===== src/rtl/seg7_scan_ctrl.sv =====
// Four-digit multiplexed seven-segment scanner with blanking gaps, leading-zero
// suppression and a one-deep pending buffer that swaps into the display only between frames.
module seg7_scan_ctrl #(
    parameter int ON_CYCLES    = 1000,
    parameter int BLANK_CYCLES = 16
) (
    input  logic        clk,
    input  logic        rst_n,
    input  logic [15:0] value,
    input  logic [3:0]  dp_in,
    input  logic        load,
    input  logic        lz_en,
    output logic        ack,
    output logic [6:0]  seg,
    output logic        dp,
    output logic [3:0]  an
);

    localparam logic [15:0] ON_LAST    = 16'(ON_CYCLES - 1);
    localparam logic [15:0] BLANK_LAST = 16'(BLANK_CYCLES - 1);

    typedef enum logic {
        BLANK = 1'b0,
        ON    = 1'b1
    } scan_state_t;

    scan_state_t state, state_nxt;
    logic [1:0]  idx, idx_nxt;
    logic [15:0] cnt, cnt_nxt;
    logic        frame_end;

    logic [15:0] shadow, shadow_nxt;
    logic [3:0]  shadow_dp, shadow_dp_nxt;
    logic [15:0] pend;
    logic [3:0]  pend_dp;
    logic        pend_full, pend_full_nxt;
    logic        accept;

    logic [3:0]  nib;
    logic        lead_zero;
    logic [6:0]  seg_nxt;
    logic        dp_nxt;
    logic [3:0]  an_nxt;

    // Active-low {a,b,c,d,e,f,g} pattern for one hex nibble.
    function automatic logic [6:0] hex_to_seg(input logic [3:0] n);
        logic [6:0] s;
        case (n)
            4'h0:    s = 7'b0000001;
            4'h1:    s = 7'b1001111;
            4'h2:    s = 7'b0010010;
            4'h3:    s = 7'b0000110;
            4'h4:    s = 7'b1001100;
            4'h5:    s = 7'b0100100;
            4'h6:    s = 7'b0100000;
            4'h7:    s = 7'b0001111;
            4'h8:    s = 7'b0000000;
            4'h9:    s = 7'b0000100;
            4'hA:    s = 7'b0001000;
            4'hB:    s = 7'b1100000;
            4'hC:    s = 7'b0110001;
            4'hD:    s = 7'b1000010;
            4'hE:    s = 7'b0110000;
            4'hF:    s = 7'b0111000;
            default: s = 7'b1111111;
        endcase
        return s;
    endfunction

    // Scan sequencing: BLANK then ON for each digit, frame ends leaving ON of digit 3.
    always_comb begin
        state_nxt = state;
        idx_nxt   = idx;
        cnt_nxt   = cnt + 16'd1;
        frame_end = 1'b0;
        case (state)
            BLANK: begin
                if (cnt == BLANK_LAST) begin
                    state_nxt = ON;
                    cnt_nxt   = 16'd0;
                end
            end
            ON: begin
                if (cnt == ON_LAST) begin
                    state_nxt = BLANK;
                    cnt_nxt   = 16'd0;
                    idx_nxt   = idx + 2'd1;
                    frame_end = (idx == 2'd3);
                end
            end
            default: begin
                state_nxt = BLANK;
                cnt_nxt   = 16'd0;
                idx_nxt   = 2'd0;
            end
        endcase
    end

    // load/ack: a load seen while pending is empty is captured on that edge and ack
    // is high for the following cycle only; while pending is full load is ignored and
    // the requester must keep it asserted. Pending drains into shadow at frame end.
    always_comb begin
        accept        = load && !pend_full;
        shadow_nxt    = shadow;
        shadow_dp_nxt = shadow_dp;
        pend_full_nxt = pend_full;
        if (frame_end && pend_full) begin
            shadow_nxt    = pend;
            shadow_dp_nxt = pend_dp;
            pend_full_nxt = 1'b0;
        end
        if (accept) begin
            pend_full_nxt = 1'b1;
        end
    end

    // Outputs are precomputed from next-state values so they register in lockstep.
    always_comb begin
        case (idx_nxt)
            2'd0: begin
                nib       = shadow_nxt[3:0];
                lead_zero = 1'b0;
            end
            2'd1: begin
                nib       = shadow_nxt[7:4];
                lead_zero = (shadow_nxt[15:4] == 12'd0);
            end
            2'd2: begin
                nib       = shadow_nxt[11:8];
                lead_zero = (shadow_nxt[15:8] == 8'd0);
            end
            default: begin
                nib       = shadow_nxt[15:12];
                lead_zero = (shadow_nxt[15:12] == 4'd0);
            end
        endcase

        seg_nxt = 7'b1111111;
        dp_nxt  = 1'b1;
        an_nxt  = 4'b1111;
        if (state_nxt == ON) begin
            an_nxt  = ~(4'b0001 << idx_nxt);
            dp_nxt  = ~shadow_dp_nxt[idx_nxt];
            seg_nxt = (lz_en && lead_zero) ? 7'b1111111 : hex_to_seg(nib);
        end
    end

    always_ff @(posedge clk or negedge rst_n) begin
        if (!rst_n) begin
            state     <= BLANK;
            idx       <= 2'd0;
            cnt       <= 16'd0;
            shadow    <= 16'h0000;
            shadow_dp <= 4'b0000;
            pend      <= 16'h0000;
            pend_dp   <= 4'b0000;
            pend_full <= 1'b0;
            ack       <= 1'b0;
            seg       <= 7'b1111111;
            dp        <= 1'b1;
            an        <= 4'b1111;
        end else begin
            state     <= state_nxt;
            idx       <= idx_nxt;
            cnt       <= cnt_nxt;
            shadow    <= shadow_nxt;
            shadow_dp <= shadow_dp_nxt;
            pend_full <= pend_full_nxt;
            ack       <= accept;
            seg       <= seg_nxt;
            dp        <= dp_nxt;
            an        <= an_nxt;
            if (accept) begin
                pend    <= value;
                pend_dp <= dp_in;
            end
        end
    end

endmodule


===== config.mk =====
export PLATFORM = sky130hd
export DESIGN_NAME = seg7_scan_ctrl
export DESIGN_NICKNAME = d
export VERILOG_FILES = /design/src/rtl/seg7_scan_ctrl.sv
export SDC_FILE = /design/constraint.sdc
export NUM_CORES = 1
export LEC_CHECK = 0
export BUFFER_PORTS_ARGS = -buffer_cell sky130_fd_sc_hd__buf_4
export CORE_UTILIZATION = 50
export DETAILED_ROUTE_END_ITERATION = 7
export HOLD_SLACK_MARGIN = 0.1
export PLACE_DENSITY = 0.68
export SKIP_LAST_GASP = 1
export SLEW_MARGIN = 10
export SYNTH_ARGS = -nofsm -noshare
export SYNTH_HDL_FRONTEND = slang
export SYNTH_SLANG_ARGS = --single-unit

===== constraint.sdc =====
create_clock -name clk -period 4.8 [get_ports clk]
set_clock_uncertainty 0.1 [all_clocks]
set_input_delay 0.72 -clock clk [delete_from_list [all_inputs] [get_ports clk]]
set_output_delay 0.72 -clock clk [all_outputs]
set_load 0.05 [all_outputs]

# [Word level (Yosys, flattened, before mapping)]
# Memory sizes are Yosys's and may differ from the RTL's.
# Index checks and enable logic that the tools add are counted.
# Widths: inputs -> output; s select.
[classes] n_lt_le_gt_ge=1 reduce_logical=9 shifts=1 bitwise_logic=3 n_eq_ne=5 muxes=22 add_sub_neg=2
[ops] operator="$mux 16" n=3
[ops] operator="$pmux 16 s2" n=1
[ops] operator="$add 16x1->16 const B" n=1
[ops] operator="$eq 16x10->1 const B" n=1
[ops] operator="$eq 16x4->1 const B" n=1
[ops] operator="$mux 7" n=2
[ops] operator="$logic_not 12->1" n=1
[ops] operator="$pmux 4 s3" n=1
[ops] operator="$logic_not 8->1" n=1
[ops] operator="$mux 1" n=8
[ops] operator="$mux 4" n=2
[ops] operator="$eq 2x2->1 const B" n=2
[ops] operator="$logic_not 4->1" n=1
[ops] operator="$mux 2" n=2
[ops] operator="$not 4->4" n=1
[ops] operator="$shl 1x2->4 const A" n=1
[ops] operator="$logic_and 1x1->1" n=3
[ops] operator="$lt 2x3->1 const B" n=1
[ops] operator="$pmux 1 s3" n=1
[ops] operator="$add 2x1->2 const B" n=1
[ops] operator="$bmux 1 s2" n=1
[ops] operator="$eq 2x1->1 const B" n=1
[ops] operator="$logic_not 2->1" n=1
[ops] operator="$not 1->1" n=2
[ops] operator="3 further kinds" n=3
[word_totals] in_bits=24 output_inout_bits=13 mem_bits_ro=112 n_memories=1 reg_bits=73
[memory_table] name="(name not given)" words=16 width=7 read_ports=1 rd_ports_with_merged_regs=0 wr=0 line="48" rtl="case (n)"

# [Depth between registers and ports, before layout]
# Gate-level depths: netlist of the first run.
[logic_depth] depth_word=10 mapped_depth=17 depth_no_buf=16

# [Worst setup path before layout of the first run]
# No wires, ideal clock.
[synth_timing] path_type="reg-to-reg" startpoint="register cnt[10]" endpoint="register seg[6]" path_stages_with_launch=17 synth_period_minus_slack_ns=3.590 setup_ns=0.093 arrival_ns=3.397 n_path_buf=1 t_required_ns=4.607 path_slack_ns=1.210 cell_sequence="dfrtp_1 > or4_4 > nor4_4 > nand2_2 > xor2_1 > inv_1 > buf_2 > nand2_1 > nand2_1 > mux2i_1 > inv_1 > ha_1 > a211o_1 > a21oi_1 > o21ai_0 > o311ai_2 > nand4_1"
[synth_via] word_cells_on_any_way=23 cone_classes="eq/ne (4); mux (12); reduce/logical (6); memory (1)"
[synth_lines] item="from (decl)" line="29" rtl="logic [15:0] cnt, cnt_nxt;"
[synth_lines] item="from (signal assigned)" line="165" rtl="cnt <= cnt_nxt;"
[synth_lines] item="$eq 16x10->1 *" line="84" rtl="if (cnt == ON_LAST) begin"
[synth_lines] item="$mux 2 *" line="84"
[synth_lines] item="$mux 2 *" line="76" rtl="case (state)"
[synth_lines] item="named net idx_nxt[0]" line="28" rtl="logic [1:0] idx, idx_nxt;"
[synth_lines] item="$eq 2x2->1 (tied with other cells)" line="119" rtl="case (idx_nxt)"
[synth_lines] item="$pmux 4 s3 or $pmux 1 s3 (tied branches)" line="119"
[synth_lines] item="$mem_v2 16x7 or $logic_and 1x1->1 (tied branches)"
[synth_lines] item="$mux 7 *" line="144" rtl="seg_nxt = (lz_en && lead_zero) ? 7'b1111111 : hex_to_seg(nib);"
[synth_lines] item="$mux 7 *" line="141" rtl="if (state_nxt == ON) begin"
[synth_lines] item="named net seg_nxt[6]" line="41" rtl="logic [6:0] seg_nxt;"
[synth_lines] item="to (signal assigned)" line="170" rtl="seg <= seg_nxt;"
[synth_lines] item="to (decl)" line="14" rtl="output logic [6:0] seg,"
# The timed path passes the listed nets; every way through them passes the cells marked *.
# A chain may end at the register's enable or synchronous reset.

# [Worst setup path after layout of the first run]
[layout_timing] startpoint="register cnt[10]" endpoint="register seg[6]"
[layout_via] elab_chain_len=10 word_cells_on_any_way=23 cone_classes="eq/ne (4); mux (12); reduce/logical (6); memory (1)"
[layout_lines] item="branches (longest 9 deep; another with $mem_v2 16x7)"
[layout_lines] item="$mux 7 *" line="141"
[layout_lines] item="named net seg_nxt[6]" line="41"
# Mark *: on every way through the listed nets, which the timed path passes.

==> impl_summary.txt, run 1 <==
----------------------------------------------------
[Status]
  Result of the run ... finished, final reports clean

[Pwr]
  Power density relative to cell area ... 286 nW/um2
  Switching share of power ... 22.0%
  P_leak ... 2.09 nW
  Power dissipated by switching net loads ... 0.271 mW
  Peak VDD IR ... 0.228 mV
  Sequential power share ... 53.4%
  Total power ... 1.23 mW
  Clock group share of total power ... 42.3%
  Internal power ... 0.959 mW
  Combinational share of power ... 4.3%

[Clock network]
  TritonCTS buffer count ... 9
  Clock root buffer ... sky130_fd_sc_hd__clkbuf_8
  Post-CTS Setup Repair Bufs ... 0
  Clock sink total ... 73
  TritonCTS clock tree ... yes
  Count of cells resized by post-cts repair ... 0
  Clock buffer depth ... 2
  H-Tree Level Count ... 3
  Clock latency of the later-clocked register in the worst-skew pair ... 0.35 ns
  CTS Hold Bufs ... 0
  Clock input transition at the sequential cells of the worst setup and hold paths ... 0.08 ns

[Drt]
  Vias after detailed routing ... 2788
  Mean routed wirelength per cell ... 15.3 um
  Drc violations ... 0
  Count of nets left with antenna violations after detail routing ... 0
  Sum of routed wire length over all layers ... 7.64 mm
  Number of optimization iterations in the first detailed-route pass ... 4
  DR iter-0 viols ... 233
  Detailed-route vias per instance ... 5.59

[Timing]
  Measured slew at the worst slew-check pin ... 0.980 ns
  Maximum achievable frequency ... 234 MHz
  Unrepaired setup endpoints after global routing ... no
  Final hold violation count ... 0
  Worst Slack Setup Final ... 0.518 ns
  Fin crit share ... 89.2%
  Slew HR ... 34.4%
  Endpoints failing setup ... 0
  Shortest clock period the worst path allows after layout ... 4.28 ns
  Max-slew violation count ... 0
  Sum of negative setup slack ... 0 ns

[GRT]
  Met1 Track Usage GR ... 33.2%
  Antenna violations before repair ... 0
  Pin count of the biggest net entering global routing ... 74
  Remaining global-route overflow ... 0
  Wire length of the first global-routing pass ... 13.1 mm
  Vias in the first global route ... 2603
  Total routing usage reported by global routing ... 22.4%
  Routing usage on met3 ... 3.64%
  Met2 track utilization from global routing ... 32.9%
  Busiest layer in global routing ... met1

[Layout]
  Synthesis-to-layout area growth ... 14.4%
  Final #Nets ... 425
  Number of antenna diodes ... 0
  Post-layout instance count excluding filler cells ... 499
  Filler instances ... 660
  Fraction of layout cells with a size suffix above 1 ... 27.0%
  Area taken by flip-flops and latches ... 1840 um2
  Multi-input gate area ... 1780 um2
  Post-route cell area ... 4300 um2

[Floorplanning]
  Die area ... 7880 um2
  Starting density of the core ... 51.9%
  Vert. Die Dim ... 88.7 um
  Number of placement rows ... 31
  Num ports ... 37
  Core Box Area ... 7250 um2
  Die Span X ... 88.7 um

[Placed design]
  Placed cell count ... 483
  Weighted congestion at the end of routability-driven global placement ... 0.894
  Total placed instance area ... 4090 um2
  Hpwl dp ... 5.40 mm
  Placement Setup Slack ... 0.585 ns
  Number of buffers added on ports ... 36

[Yosys]
  Per-instance average area after synthesis ... 10.5 um2
  Fraction of the mapped netlist area in adder cells ... 2.00%
  Combinational family with the most area after synthesis ... simple AND/OR/NAND/NOR gates
  Top FF cell, synth ... sky130_fd_sc_hd__dfrtp_1
  Multiplexer share of the synthesized area ... 12.9%
  Area share of xor/xnor cells in the synthesized design ... 4.66%
  Compound-Gate Fraction of Synth Area ... 9.31%
  Yosys warns ... 0
  Total nets after synthesis ... 390
  Area fraction in and, or, nand and nor cells after synthesis ... 18.4%
  Post-Syn Area ... 3760 um2
  Number of distinct library cell variants in the gate-level netlist after synthesis ... 55
  Synth Instances ... 360
  Sequential element share of the synthesized area ... 49.0%
  Number of enable-type register cells in the synthesized netlist ... 0
  Total of flip-flops plus latches after synthesis ... 73
  Post-synth ARST share ... 100%

[Worst setup path]
  Endpoint kind of the worst setup timing path ... flip-flop
  WP data arrival ... 4.44 ns
  Worst path max stage delay ... 0.57 ns
  Startpoint type of the worst setup path ... flip-flop
  Combined buffer and inverter count along the critical path ... 2
  Peak fanout along the critical path ... 12
  Top delay family on crit path ... simple AND/OR/NAND/NOR gates
  Crit Path Class ... reg2reg
  Crit-path cells ... or4_4 -> nor4_4 -> nand2_2 -> xor2_1 -> inv_1 -> nand2_1 -> nand2_1 -> mux2i_1 -> inv_1 -> ha_1 -> a211o_1 -> a21oi_1 -> o21ai_0 -> o311ai_2 -> nand4_1
  Data required, critical path ... 4.96 ns
  Slowest-stage cell, CP ... sky130_fd_sc_hd__xor2_1

[Worst hold path]
  Type of the worst min-delay path ... reg2reg

[Run]
  Max_cap viols ... 0

----------------------------------------------------
cells by family (layout without fill, tap and decap cells):
| group | after synthesis | count (layout) |
|---|---|---|
| compound gates | 47 | 47 |
| xor+xnor | 20 | 20 |
| fa+ha+maj | 6 | 6 |
| buf+inv | 28 | 68 |
| flops | 73 | 73 |
| mux | 44 | 44 |
| simple gates | 142 | 142 |
cell type report:
class                      count  area share [%]
clock inverter                 5            1.89
clock buffer                  11            3.05
multi-input combinational    259            41.4
inverter                      12            1.05
timing repair buffer          40            6.98
tap                           99            2.88
sequential                    73            42.8
placed cells by master (no fill, tap or decap), drive strengths merged, types with 2 or more instances in the layout:
master  Yosys  layout
nand2      62      62
dfrtp      61      61
buf        12      40
mux2       29      29
nor2       22      22
nand3      16      16
mux2i      15      15
dfstp      12      12
inv        12      12
xnor2      11      11
nor3       11      11
clkbuf      4      11
o21ai      10      10
xor2        9       9
o211ai      9       9
ha          6       6
nand4       5       5
a211oi      5       5
o21a        5       5
and3        4       4
nand2b      4       4
nor4        4       4
a31oi       3       3
o221ai      3       3
or4         3       3
o311ai      3       3
and2        2       2
nor3b       2       2
o22ai       2       2
a21oi       2       2
bufinv      0       2
nor2b       2       2
clkinv      0       2
path summary, 6_finish.rpt:
path | cells past startpoint | end | start | slack, ns
max | 15 | seg[6] | cnt[10] | 0.52
min | 2 | shadow_dp[1] | shadow_dp[1] | 0.36
max reg2reg | 15 | seg[6] | cnt[10] | 0.52
min reg2reg | 2 | shadow_dp[1] | shadow_dp[1] | 0.36
max in group asynchronous | 1 | pend_dp[1] | rst_n | 3.60
min in group asynchronous | 1 | cnt[8] | rst_n | 0.37
cell usage after synthesis (all sizes together), types with 2 or more instances:
cell	n	share of area (%)
nor4	4	1.1
a21oi	2	0.27
clkbuf	4	0.40
nand3	16	2.1
xor2	9	2.1
nor2b	2	0.33
dfrtp	61	41
xnor2	11	2.6
a211oi	5	1.1
buf	12	2.2
nand2b	4	0.67
ha	6	2.0
nand2	62	6.3
mux2	29	8.9
nor2	22	2.2
o21ai	10	1.3
inv	12	1.2
dfstp	12	8.4
nor3b	2	0.40
nor3	11	1.6
mux2i	15	4.0
a31oi	3	0.50
o211ai	9	1.8
o221ai	3	0.70
nand4	5	1.0
or4	3	0.70
o22ai	2	0.33
o311ai	3	0.90
and3	4	0.67
o21a	5	1.0
and2	2	0.33
sequential cells by signal (all words and copies together) (netlist names):
name	count
cnt	16
pend	16
shadow	16
seg	7
an	4
pend_dp	4
shadow_dp	4
idx	2
ack	1
dp	1
pend_full	1
state	1
worst min-delay path: stages (launching register included):
cell and delay (ns):
sky130_fd_sc_hd__dfrtp_1 0.33, sky130_fd_sc_hd__nand2_1 0.06, sky130_fd_sc_hd__nand2_1 0.05
power groups by stage:
stage	clock, mW	sequential [mW]	combinational (mW)
2_1_floorplan	0	0.660	0.0255
3_3_place_gp	0	0.668	0.0528
3_5_place_dp	0	0.668	0.0542
4_1_cts	0.537	0.656	0.0545
5_1_grt	0.562	0.660	0.0595
6_report	0.521	0.657	0.0530
routing by layer:
| metal | vias to the layer above | wire, um |
|---|---|---|
| met5 | - | 0 |
| met4 | 0 | 151 |
| met3 | 13 | 332 |
| met2 | 86 | 3320 |
| met1 | 1349 | 3830 |
| li1 | 1340 | - |
stage by stage:
step / hold slack, ns / util, %
finish: 0.364 / 59.3
global route: 0.406 / 59.3
CTS: 0.369 / 59.3
detailed placement: 0.351 / 56.4
global placement: 0.347 / 56.4
floorplan: 0.324 / -
Power figures use the tool's default switching activity.
==> inputs of run 2 (changes only) <==
--- a/config.mk
+++ b/config.mk
@@ -6,10 +6,11 @@
 export NUM_CORES = 1
 export LEC_CHECK = 0
 export BUFFER_PORTS_ARGS = -buffer_cell sky130_fd_sc_hd__buf_4
+export CORE_MARGIN = 2
 export CORE_UTILIZATION = 50
 export DETAILED_ROUTE_END_ITERATION = 7
 export HOLD_SLACK_MARGIN = 0.1
-export PLACE_DENSITY = 0.68
+export PLACE_DENSITY = 0.71
 export SKIP_LAST_GASP = 1
 export SLEW_MARGIN = 10
 export SYNTH_ARGS = -nofsm -noshare
==> constraint.sdc (replaced) <==
create_clock -name clk -period 3.45 [get_ports clk]
set_clock_uncertainty 0.1 [all_clocks]
set_input_delay 0.5175 -clock clk [delete_from_list [all_inputs] [get_ports clk]]
set_output_delay 0.5175 -clock clk [all_outputs]
set_load 0.05 [all_outputs]
==> impl_summary.txt, run 2 (same netlist as run 1, synthesis figures left out) <==
----------------------------------------------------
[Layout]
  Number of antenna diodes ... 0
  Leading registers by flop count ... cnt: 16 flops, pend: 16 flops, shadow: 16 flops
  Fraction of layout cells with a size suffix above 1 ... 31.7%
  Multi-input gate area ... 1810 um2
  Filler instances ... 620
  Synthesis-to-layout area growth ... 18.7%
  Commonest non-fill, non-tap cells in the layout ... sky130_fd_sc_hd__nand2_1, sky130_fd_sc_hd__dfrtp_1, sky130_fd_sc_hd__buf_4
  Area taken by flip-flops and latches ... 1840 um2
  Final #Nets ... 444

[Worst setup path]
  Data required, critical path ... 3.60 ns
  Endpoint kind of the worst setup timing path ... flip-flop
  Crit Path Class ... reg2reg
  Crit-path cells ... or4_4 -> nor4_4 -> and4_4 -> mux2_4 -> nor2_1 -> a31oi_1 -> mux2i_2 -> inv_2 -> ha_4 -> a211o_1 -> a21oi_2 -> o21ai_1 -> o311ai_2 -> nand4_1
  Startpoint type of the worst setup path ... flip-flop
  Slowest-stage cell, CP ... sky130_fd_sc_hd__or4_4
  Worst path max stage delay ... 0.55 ns
  Reg2Reg Launch Point ... cnt[15]
  Timing startpoint of the critical path ... cnt[15]
  Worst r2r path cells ... 14
  Peak fanout along the critical path ... 6
  WP data arrival ... 3.44 ns

[Pwr]
  Power density relative to cell area ... 368 nW/um2
  P_leak ... 2.16 nW
  Switching share of power ... 23.1%
  Peak VDD IR ... 0.417 mV
  Internal power ... 1.26 mW
  Combinational share of power ... 4.5%
  Power dissipated by switching net loads ... 0.380 mW
  Clock group share of total power ... 39.7%
  Sequential power share ... 55.7%

[Timing]
  Unrepaired setup endpoints after global routing ... yes
  Max-slew violation count ... 0
  Shortest clock period the worst path allows after layout ... 3.29 ns
  Measured slew at the worst slew-check pin ... 0.955 ns
  Slew HR ... 36.0%
  Final hold violation count ... 0
  Fin crit share ... 95.3%
  Sum of negative setup slack ... 0 ns
  Worst Slack Setup Final ... 0.161 ns
  Endpoints failing setup ... 0
  Maximum achievable frequency ... 304 MHz

[Floorplanning]
  Num ports ... 37
  Starting density of the core ... 51.9%
  Vert. Die Dim ... 90.7 um
  Core Box Area ... 7250 um2
  Number of placement rows ... 31
  Die Span X ... 90.7 um
  Die area ... 8230 um2

[Placed design]
  Weighted congestion at the end of routability-driven global placement ... 0.925
  Hpwl dp ... 5.88 mm
  Number of buffers added on ports ... 36
  Placement Setup Slack ... 0.0353 ns

[Drt]
  Number of optimization iterations in the first detailed-route pass ... 4
  DR iter-0 viols ... 169
  Detailed-route vias per instance ... 5.41
  Drc violations ... 0
  Count of nets left with antenna violations after detail routing ... 0
  Vias after detailed routing ... 2801
  Mean routed wirelength per cell ... 15.6 um
  Sum of routed wire length over all layers ... 8.09 mm

[Worst hold path]
  Type of the worst min-delay path ... in2async

[Clock network]
  H-Tree Level Count ... 3
  TritonCTS clock tree ... yes
  TritonCTS buffer count ... 9
  Clock latency of the later-clocked register in the worst-skew pair ... 0.35 ns
  Clock root buffer ... sky130_fd_sc_hd__clkbuf_8
  CTS Hold Bufs ... 0
  Clock input transition at the sequential cells of the worst setup and hold paths ... 0.08 ns
  Clock buffer depth ... 2
  Clock sink total ... 73

[GRT]
  Pin count of the biggest net entering global routing ... 74
  Wire length of the first global-routing pass ... 13.6 mm
  Met1 Track Usage GR ... 30.3%
  Met2 track utilization from global routing ... 31.0%
  Busiest layer in global routing ... met2
  Antenna violations before repair ... 0
  Routing usage on met3 ... 4.01%
  Remaining global-route overflow ... 0
  Vias in the first global route ... 2715
  Total routing usage reported by global routing ... 20.8%

[Status]
  Result of the run ... finished, final reports clean

[Run]
  Max_cap viols ... 0

----------------------------------------------------
## run 2: final timing paths
kind                            slack [ns]        to
worst max-delay path                  0.16    seg[6]
worst min-delay path                  0.18    cnt[6]
worst max register to register        0.16    seg[6]
worst min register to register        0.35    cnt[0]
max in group asynchronous             2.48   pend[3]
min in group clk                      0.29  pend[10]
## run 2: worst max-delay path, delay by kind of cell (launching register included)
kind / cells / cell delay, ns
simple gates: 5 / 1.33
compound gates: 5 / 0.59
fa+ha+maj: 1 / 0.18
flops: 1 / 0.39
mux: 2 / 0.51
buf+inv: 1 / 0.08
## run 2: layer usage
| metal | routed length, um | up-vias |
|---|---|---|
| li1 | - | 1369 |
| met4 | 126 | 0 |
| met5 | 0 | - |
| met2 | 3610 | 64 |
| met3 | 342 | 12 |
| met1 | 4020 | 1356 |
## run 2: through the flow
stage	std cells	cell area [um2]	hold slack, ns	total power [mW]	utilization (%)
after floorplan	360	3790	0.122	0.953	-
after global placement	497	4220	0.344	1.00	58.2
after detailed placement	497	4220	0.348	1.01	58.2
after CTS	513	4420	0.225	1.66	60.9
after global routing	518	4470	0.268	1.71	61.6
final	518	4470	0.178	1.64	61.6
## run 2: what timing repair did
item | 4_1_cts | 5_1_grt
resized for setup | 1 | 2
pin swaps | 0 | 4
setup buffers | 0 | 5
cloned | 0 | 0
setup endpoints to repair | 1 | 3
## run 2: power groups by stage
stage	clock [mW]	sequential, mW	combinational (mW)
finish	0.653	0.916	0.0742
global route	0.709	0.919	0.0840
CTS	0.670	0.915	0.0763
detailed placement	0	0.931	0.0760
global placement	0	0.930	0.0738
floorplan	0	0.918	0.0354
## run 2: cell type report
cell class / count / area share [%]
multi-input cells: 259 / 40.6
inverters: 12 / 1.01
well taps: 99 / 2.77
repair buffers: 59 / 10.0
clock inverters: 6 / 1.51
flip-flops and latches: 73 / 41.2
clock buffers: 10 / 2.86
==> inputs of run 3 (changes only) <==
--- a/config.mk
+++ b/config.mk
@@ -5,12 +5,12 @@
 export SDC_FILE = /design/constraint.sdc
 export NUM_CORES = 1
 export LEC_CHECK = 0
-export BUFFER_PORTS_ARGS = -buffer_cell sky130_fd_sc_hd__buf_4
 export CORE_MARGIN = 2
 export CORE_UTILIZATION = 50
 export DETAILED_ROUTE_END_ITERATION = 7
+export DONT_BUFFER_PORTS = 1
 export HOLD_SLACK_MARGIN = 0.1
-export PLACE_DENSITY = 0.71
+export PLACE_DENSITY = 0.64
 export SKIP_LAST_GASP = 1
 export SLEW_MARGIN = 10
 export SYNTH_ARGS = -nofsm -noshare
==> constraint.sdc (replaced) <==
create_clock -name clk -period 3.4 [get_ports clk]
set_clock_uncertainty 0.1 [all_clocks]
set_input_delay 0.51 -clock clk [delete_from_list [all_inputs] [get_ports clk]]
set_output_delay 0.51 -clock clk [all_outputs]
set_load 0.05 [all_outputs]
==> impl_summary.txt, run 3 (same netlist as run 1, synthesis figures left out) <==
----------------------------------------------------
[Floorplanning]
  Number of placement rows ... 31
  Die Span X ... 90.7 um
  Core Box Area ... 7250 um2
  Die area ... 8230 um2
  Starting density of the core ... 51.9%
  Num ports ... 37
  Vert. Die Dim ... 90.7 um

[Layout]
  Fraction of layout cells with a size suffix above 1 ... 26.0%
  Commonest non-fill, non-tap cells in the layout ... sky130_fd_sc_hd__dfrtp_1, sky130_fd_sc_hd__nand2_1, sky130_fd_sc_hd__mux2_2
  Post-layout instance count excluding filler cells ... 483
  Synthesis-to-layout area growth ... 12.3%
  End-of-flow core utilization ... 58.3%
  Final #Nets ... 409
  Number of antenna diodes ... 0
  Leading cell type in the layout, fill and taps excluded ... sky130_fd_sc_hd__dfrtp_1
  Filler instances ... 652
  Leading registers by flop count ... cnt: 16 flops, pend: 16 flops, shadow: 16 flops

[GRT]
  Antenna violations before repair ... 0
  Vias in the first global route ... 2628
  Met1 Track Usage GR ... 30.7%
  Routing usage on met3 ... 5.09%
  Pin count of the biggest net entering global routing ... 74
  Met2 track utilization from global routing ... 29.9%
  Total routing usage reported by global routing ... 20.8%
  Busiest layer in global routing ... met1
  Remaining global-route overflow ... 0
  Wire length of the first global-routing pass ... 13.5 mm

[Clock network]
  Clock sink total ... 73
  Clock input transition at the sequential cells of the worst setup and hold paths ... 0.08 ns
  TritonCTS clock tree ... yes
  Clock buffer depth ... 2
  TritonCTS buffer count ... 9
  Clock root buffer ... sky130_fd_sc_hd__clkbuf_8
  Clock latency of the later-clocked register in the worst-skew pair ... 0.34 ns
  H-Tree Level Count ... 3

[Drt]
  Drc violations ... 0
  Detailed-route vias per instance ... 5.54
  Count of nets left with antenna violations after detail routing ... 0
  Number of optimization iterations in the first detailed-route pass ... 4
  DR iter-0 viols ... 209
  Mean routed wirelength per cell ... 16.6 um
  Vias after detailed routing ... 2675
  Sum of routed wire length over all layers ... 8.03 mm

[Pwr]
  Power density relative to cell area ... 378 nW/um2
  Total power ... 1.60 mW
  Peak VDD IR ... 0.259 mV
  P_leak ... 2.00 nW

[Worst setup path]
  Startpoint type of the worst setup path ... flip-flop
  Crit Path Class ... reg2reg
  Endpoint kind of the worst setup timing path ... flip-flop
  Slowest-stage cell, CP ... sky130_fd_sc_hd__or4_4
  Data required, critical path ... 3.56 ns
  Peak fanout along the critical path ... 7
  Crit-path cells ... or4_4 -> nor4_4 -> and4_4 -> buf_6 -> mux2i_4 -> nand2_1 -> o211ai_1 -> o21a_2 -> inv_1 -> ha_4 -> a211o_1 -> a21oi_1 -> o21ai_1 -> o311ai_2 -> nand4_1
  Worst path max stage delay ... 0.55 ns
  WP data arrival ... 3.47 ns

[Timing]
  Final hold violation count ... 0
  Unrepaired setup endpoints after global routing ... yes
  Shortest clock period the worst path allows after layout ... 3.31 ns
  Measured slew at the worst slew-check pin ... 0.949 ns
  Sum of negative setup slack ... 0 ns
  Maximum achievable frequency ... 302 MHz
  Endpoints failing setup ... 0
  Fin crit share ... 97.4%
  Slew HR ... 36.4%
  Max-slew violation count ... 0

[Placed design]
  Weighted congestion at the end of routability-driven global placement ... 0.918
  Number of buffers added on ports ... 0
  Placed cell count ... 462
  Hpwl dp ... 5.65 mm

[Run]
  Max_cap viols ... 0

[Status]
  Result of the run ... finished, final reports clean

[Worst hold path]
  Type of the worst min-delay path ... in2reg

----------------------------------------------------
-- run 3: cell types whose count changed in the layout (fill, tap and decap cells not counted), sizes merged --
cell	before	now
dlygate4sd3	0	1
clkinv	2	4
bufinv	1	0
buf	59	23
clkinvlp	2	1
clkbuf	10	11
inv	13	12
-- run 3: area by class of cell --
| class | instances | area (um2) | area share, % |
|---|---|---|---|
| clock buffer | 11 | 141 | 3.35 |
| clock inverter | 5 | 31.3 | 0.740 |
| inverter | 12 | 45.0 | 1.07 |
| multi-input combinational | 259 | 1830 | 43.4 |
| sequential | 73 | 1840 | 43.6 |
| tap | 99 | 124 | 2.93 |
| timing repair buffer | 24 | 210 | 4.97 |
-- run 3: through the flow --
step           cell area (um2)  setup WS [ns]  hold WS (ns)
6_report                  4230         0.0898         0.195
5_1_grt                   4230         -0.124         0.186
4_1_cts                   4170        0.00312         0.181
3_5_place_dp              3960         0.0355         0.118
3_3_place_gp              3960          0.120         0.117
2_1_floorplan             3790        -0.0215         0.114
-- run 3: layer usage --
metal	part of all wire, %	wire length [um]
met5	0	0
met3	4.2	334
met2	46	3650
met4	1.7	133
met1	49	3910
-- run 3: final timing paths --
| check | startpoint | end | slack [ns] | cells past startpoint |
|---|---|---|---|---|
| worst min-delay path | load | pend_full | 0.20 | 2 |
| worst max-delay path | cnt[15] | seg[6] | 0.09 | 15 |
| worst min register to register | cnt[0] | cnt[0] | 0.36 | 1 |
| min in group asynchronous | rst_n | cnt[7] | 0.63 | 2 |
| max in group asynchronous | rst_n | dp | 2.23 | 2 |
| worst max register to register | cnt[15] | seg[6] | 0.09 | 15 |
-- run 3: where the power goes --
part / switching, mW / internal, mW / leakage [nW] / total (mW)
sequential: 0.0326 / 0.896 / 0.926 / 0.929
combinational: 0.0285 / 0.0323 / 0.982 / 0.0608
clock: 0.324 / 0.282 / 0.0891 / 0.606
total: 0.385 / 1.21 / 2.00 / 1.60
-- run 3: critical path, delay by kind of cell (launching register included) --
kind | cells | cell delay (ns)
muxes | 1 | 0.22
DFF | 1 | 0.39
AOI/OAI and AO/OA | 6 | 0.76
adders and majority gates | 1 | 0.18
and+or+nand+nor | 5 | 1.36
buffers and inverters | 2 | 0.20
-- run 3: what timing repair did --
item	in CTS	in global routing
endpoints found under the setup margin	0	3
hold endpoints to repair	73	0
setup buffers	0	3
gates resized for setup	0	9
hold buffers	2	0
